**config.mk**
```make
export PLATFORM = sky130hd
export DESIGN_NAME = basic_gates_mux
export DESIGN_NICKNAME = d
export VERILOG_FILES = /design/src/rtl/basic_gates_pkg.sv /design/src/rtl/basic_gates_mux_mux2.sv /design/src/rtl/basic_gates_mux.sv
export SDC_FILE = /design/constraint.sdc
export NUM_CORES = 1
export LEC_CHECK = 0
export ABC_CLOCK_PERIOD_IN_PS = 800
export BUFFER_PORTS_ARGS = -buffer_cell sky130_fd_sc_hd__buf_2
export CAP_MARGIN = 40
export CORE_AREA = 2 2 39 41
export DETAILED_ROUTE_END_ITERATION = 10
export DIE_AREA = 0 0 41 43
export GPL_ROUTABILITY_DRIVEN = 0
export HOLD_SLACK_MARGIN = 0.02
export PLACE_DENSITY = 0.35
export SLEW_MARGIN = 40
export SYNTH_ARGS = -nofsm -noshare
export SYNTH_HDL_FRONTEND = slang
export SYNTH_SLANG_ARGS = --single-unit
```
**constraint.sdc**
```tcl
create_clock -name clk -period 0.8 [get_ports clk]
set_input_delay 0.16 -clock clk [delete_from_list [all_inputs] [get_ports clk]]
set_output_delay 0.16 -clock clk [all_outputs]
set_load 0.05 [all_outputs]
```
**src/rtl/basic_gates_pkg.sv**
```systemverilog
// Shared definitions for the mux-only gate unit: gate-select enum,
// mux data constants and the default operand width.
package basic_gates_pkg;

    localparam int unsigned DEFAULT_WIDTH = 1;

    localparam logic MUX_ZERO = 1'b0;
    localparam logic MUX_ONE  = 1'b1;

    typedef enum logic [2:0] {
        GATE_AND  = 3'd0,
        GATE_OR   = 3'd1,
        GATE_NAND = 3'd2,
        GATE_NOR  = 3'd3,
        GATE_XOR  = 3'd4,
        GATE_XNOR = 3'd5
    } gate_sel_e;

endpackage

```
**src/rtl/basic_gates_mux_mux2.sv**
```systemverilog
// mux2: single-bit 2:1 multiplexer, the only logic primitive used by the gate unit.
// Ports: s (select), d0 (data when s=0), d1 (data when s=1), y_c (combinational result).
module mux2 (
    input  logic s,
    input  logic d0,
    input  logic d1,
    output logic y_c
);

    assign y_c = s ? d1 : d0;

endmodule

```
**src/rtl/basic_gates_mux.sv**
```systemverilog
// basic_gates_mux: bitwise AND/OR (and optionally NAND/NOR/XOR/XNOR) built
// purely from mux2 instances, with results registered on one clock.
// Optional macro: BASIC_GATES_EXT_EN adds the NAND/NOR/XOR/XNOR outputs.
// Ports:
//   clk       rising-edge clock
//   rst       synchronous active-high reset (clears every output)
//   in_valid  qualifies a/b this cycle
//   a         operand A, drives mux selects
//   b         operand B, drives mux data
//   out_valid results were loaded from a valid sample at the last edge
//   and_out, or_out                       registered a AND b, a OR b
//   nand_out, nor_out, xor_out, xnor_out  registered extended gates (macro only)
module basic_gates_mux
    import basic_gates_pkg::*;
#(
    parameter int unsigned WIDTH = DEFAULT_WIDTH
) (
    input  logic             clk,
    input  logic             rst,
    input  logic             in_valid,
    input  logic [WIDTH-1:0] a,
    input  logic [WIDTH-1:0] b,
    output logic             out_valid,
    output logic [WIDTH-1:0] and_out,
`ifdef BASIC_GATES_EXT_EN
    output logic [WIDTH-1:0] or_out,
    output logic [WIDTH-1:0] nand_out,
    output logic [WIDTH-1:0] nor_out,
    output logic [WIDTH-1:0] xor_out,
    output logic [WIDTH-1:0] xnor_out
`else
    output logic [WIDTH-1:0] or_out
`endif
);

    logic [WIDTH-1:0] and_c;
    logic [WIDTH-1:0] or_c;

    // Per-bit mux trees; a[i] is always the select, b[i] (or its inverse) the data.
    for (genvar i = 0; i < int'(WIDTH); i++) begin : g_bit
        mux2 u_and (.s(a[i]), .d0(MUX_ZERO), .d1(b[i]),    .y_c(and_c[i]));
        mux2 u_or  (.s(a[i]), .d0(b[i]),     .d1(MUX_ONE), .y_c(or_c[i]));
    end

`ifdef BASIC_GATES_EXT_EN
    logic [WIDTH-1:0] not_b_c;
    logic [WIDTH-1:0] nand_c;
    logic [WIDTH-1:0] nor_c;
    logic [WIDTH-1:0] xor_c;
    logic [WIDTH-1:0] xnor_c;

    // Inversion is itself a mux (select on b), shared by every extended gate.
    for (genvar i = 0; i < int'(WIDTH); i++) begin : g_ext_bit
        mux2 u_not_b (.s(b[i]), .d0(MUX_ONE),    .d1(MUX_ZERO),   .y_c(not_b_c[i]));
        mux2 u_nand  (.s(a[i]), .d0(MUX_ONE),    .d1(not_b_c[i]), .y_c(nand_c[i]));
        mux2 u_nor   (.s(a[i]), .d0(not_b_c[i]), .d1(MUX_ZERO),   .y_c(nor_c[i]));
        mux2 u_xor   (.s(a[i]), .d0(b[i]),       .d1(not_b_c[i]), .y_c(xor_c[i]));
        mux2 u_xnor  (.s(a[i]), .d0(not_b_c[i]), .d1(b[i]),       .y_c(xnor_c[i]));
    end
`endif

    // Result registers: reset wins, a valid sample loads, otherwise hold.
    always_ff @(posedge clk) begin
        if (rst) begin
            out_valid <= 1'b0;
            and_out   <= '0;
            or_out    <= '0;
`ifdef BASIC_GATES_EXT_EN
            nand_out  <= '0;
            nor_out   <= '0;
            xor_out   <= '0;
            xnor_out  <= '0;
`endif
        end else begin
            out_valid <= in_valid;
            if (in_valid) begin
                and_out  <= and_c;
                or_out   <= or_c;
`ifdef BASIC_GATES_EXT_EN
                nand_out <= nand_c;
                nor_out  <= nor_c;
                xor_out  <= xor_c;
                xnor_out <= xnor_c;
`endif
            end
        end
    end

endmodule

```
==> impl_metrics.ini <==
[run_status]
outcome = finished with violations
violations = negative setup slack

[setup_path]
path_delay_family = flip-flops
cp-startpoint = and_out
path_class = reg -> out
cpMaxStageDelayCell = dfxtp_2
worstReg2RegEnd = and_out
crit_path_max_fanout = 2
crit_path_max_incr_delay_ps = 330
r2r-start = and_out
endpoint_kind = output port
path_buf_inv = 1
crit_chain = buf_8
cp.arrival_ps = 710
crit_cells = 1
cp-endpoint = and_out
crit_required_ps = 640
worstRegToRegCells = 4
startpoint_type = flop
r2r_slack_ps = 40

[die]
die-area_um2 = 1760
initial_utilization_pct = 7.05
num_rows = 14
ioPinCount = 8
die_y_um = 43
fp.coreArea_um2 = 1380
die_x_um = 41

[clock_network]
cts_hold_buf = 0
cts_buffer_depth = 2
cts_buffers = 3
insertion_delay_ps = 230
cts_sinks = 3
cts_root_buffer = clkbuf_4
clkTransAtPathRegs_ps = 40
htreeDepth = 1
cts_tree = yes

[cells_and_area]
antenna_cells = 0
fin_nets = 30
fin_cells = 40
area_growth_pct = 156
drive_above_1_share_pct = 75.0
fillers = 156
finish.utilization_pct = 18.1

[flow_run]
maxCapViolCount = 0

[sta]
min_period_ps = 871
layout_setup_ws_ps = -71.2
finalHoldViolCount = 0
finalCritPeriodShare_pct = 109
max_slew_margin_pct = 88.7
finalMaxSlewViolations = 0
fmax_mhz = 1150
tightest_slew_ps = 169
rsz0062_at_grt = yes
setup_viol = 3
fin_skew_ps = 0
fin_setup_tns_ps = -194

[power]
power.switching_mw = 0.137
powerDensity_nw_per_um2 = 2130
p_clk_share_pct = 50.5
pwr-share-comb_pct = 18.1
intPower_mw = 0.395
leakage_nw = 0.112
sequentialPowerShare_pct = 31.4
swShare_pct = 25.7
ir_worst_vdd_uv = 372

[grt]
grt_max_degree = 6
grtUsageTotal_pct = 5.12
grt_pass1_wl_um = 462
grt_pass1_vias = 128
grt_overflow = 0
antenna_found_initial = 0

[detailed_routing]
wirelength_um = 311
drt-initial-drc-count = 0
via_per_inst = 3.15
wl_per_cell_um = 7.78
dr.pass1.iters = 1
route.detailed.drc = 0
detail-route-antenna-nets = 0
vias = 126

[synthesis]
ys_warn_count = 0
yosysMostFrequentCell = dfxtp_1
synthArstFlopShare_pct = 0
syn_avg_cell_area_um2 = 9.76
synth_area_um2 = 97.6
synth_area_leaders = dfxtp_1, a211oi_1, nor2_1
syn_inst = 10
synth-seq-cells = 3
yosysTopAreaCellShare_pct = 61.5
syn_nets = 15
yosysSeqAreaShare_pct = 61.5
synthTopCellsByCount = dfxtp_1, nor2_1
yosys_most_used_dff = dfxtp_1
synth-edff-count = 0
synth_top_area_cell = dfxtp_1
synth_cell_types = 7

[placed_design]
place_ws_ps = 77.3
numPlacedInstances = 33
port-buffer-count = 7

[worst_hold_path]
min-delay-path-class = in -> reg
min_path_cells = 2
-- registers in the layout, summed over array words and instances, names as in the netlist --
signal,count
and_out,1
or_out,1
out_valid,1
-- per-stage QoR --
step	hold slack, ps	area (um^2)	total power, mW
6_report	112	250	0.532
5_1_grt	125	250	0.561
4_1_cts	106	228	0.541
3_5_place_dp	360	155	0.230
3_3_place_gp	342	155	0.227
2_1_floorplan	222	100	0.205
-- layout by cell type, fill, tap and decap left out --
cell type / n
a21oi_2: 1
nor2b_1: 1
buf_6: 1
nor2_1: 2
nand2b_4: 1
nand3_1: 1
buf_2: 4
a211oi_1: 1
clkbuf_4: 3
clkbuf_1: 1
dfxtp_2: 3
buf_4: 2
buf_8: 3
-- worst min-delay path by stage --
stage          from  slack (ps)         to
2_1_floorplan   rst         220    and_out
3_3_place_gp    rst         340    and_out
3_5_place_dp    rst         360    and_out
4_1_cts         rst         110  out_valid
5_1_grt         rst         120    and_out
6_report        rst         110    and_out
-- routing by layer --
layer  share of wire (%)  up-vias  GRT usage [%]  wire (um)
li1                    -       62              -          -
met1                  43       52           5.14        133
met2                  36       10           4.38        113
met3                  16        2           3.14         50
met4                 4.5        0           10.0         14
met5                   0        -              0          0
-- logic make-up after synthesis --
kind of cell	count (synthesis)	share of synthesized area, %
simple gates	5	25.6
flops	3	61.5
compound gates	2	12.8
-- layout make-up --
type	instances	area, um^2	area share, %
Clock buffer	4	26.3	10.5
Tap cell	16	20.0	8.00
Timing Repair Buffer	10	91.3	36.5
Multi-Input combinational cell	7	48.8	19.5
Sequential cell	3	63.8	25.5
-- worst reg2reg max path: cells and delay by family, from the launching register on --
family | cells | cell delay [ps]
AND/OR/NAND/NOR | 1 | 50
buffers and inverters | 2 | 240
flip-flops | 1 | 320
AO/OA/AOI/OAI | 1 | 40
-- what timing repair did --
action / 4_1_cts / 5_1_grt
resized for setup: 10 / 3
endpoints found under the setup margin: 3 / 3
gates cloned: 0 / 0
setup buffers: 2 / 1
-- power groups by stage --
| stage | Combinational (mW) | Sequential [mW] | Clock (mW) |
|---|---|---|---|
| 2_1_floorplan | 0.00940 | 0.195 | 0 |
| 4_1_cts | 0.0878 | 0.167 | 0.286 |
| 3_3_place_gp | 0.0619 | 0.165 | 0 |
| 5_1_grt | 0.102 | 0.168 | 0.291 |
| 3_5_place_dp | 0.0635 | 0.166 | 0 |
| 6_report | 0.0965 | 0.167 | 0.269 |
(Power assumes the default switching activity.)
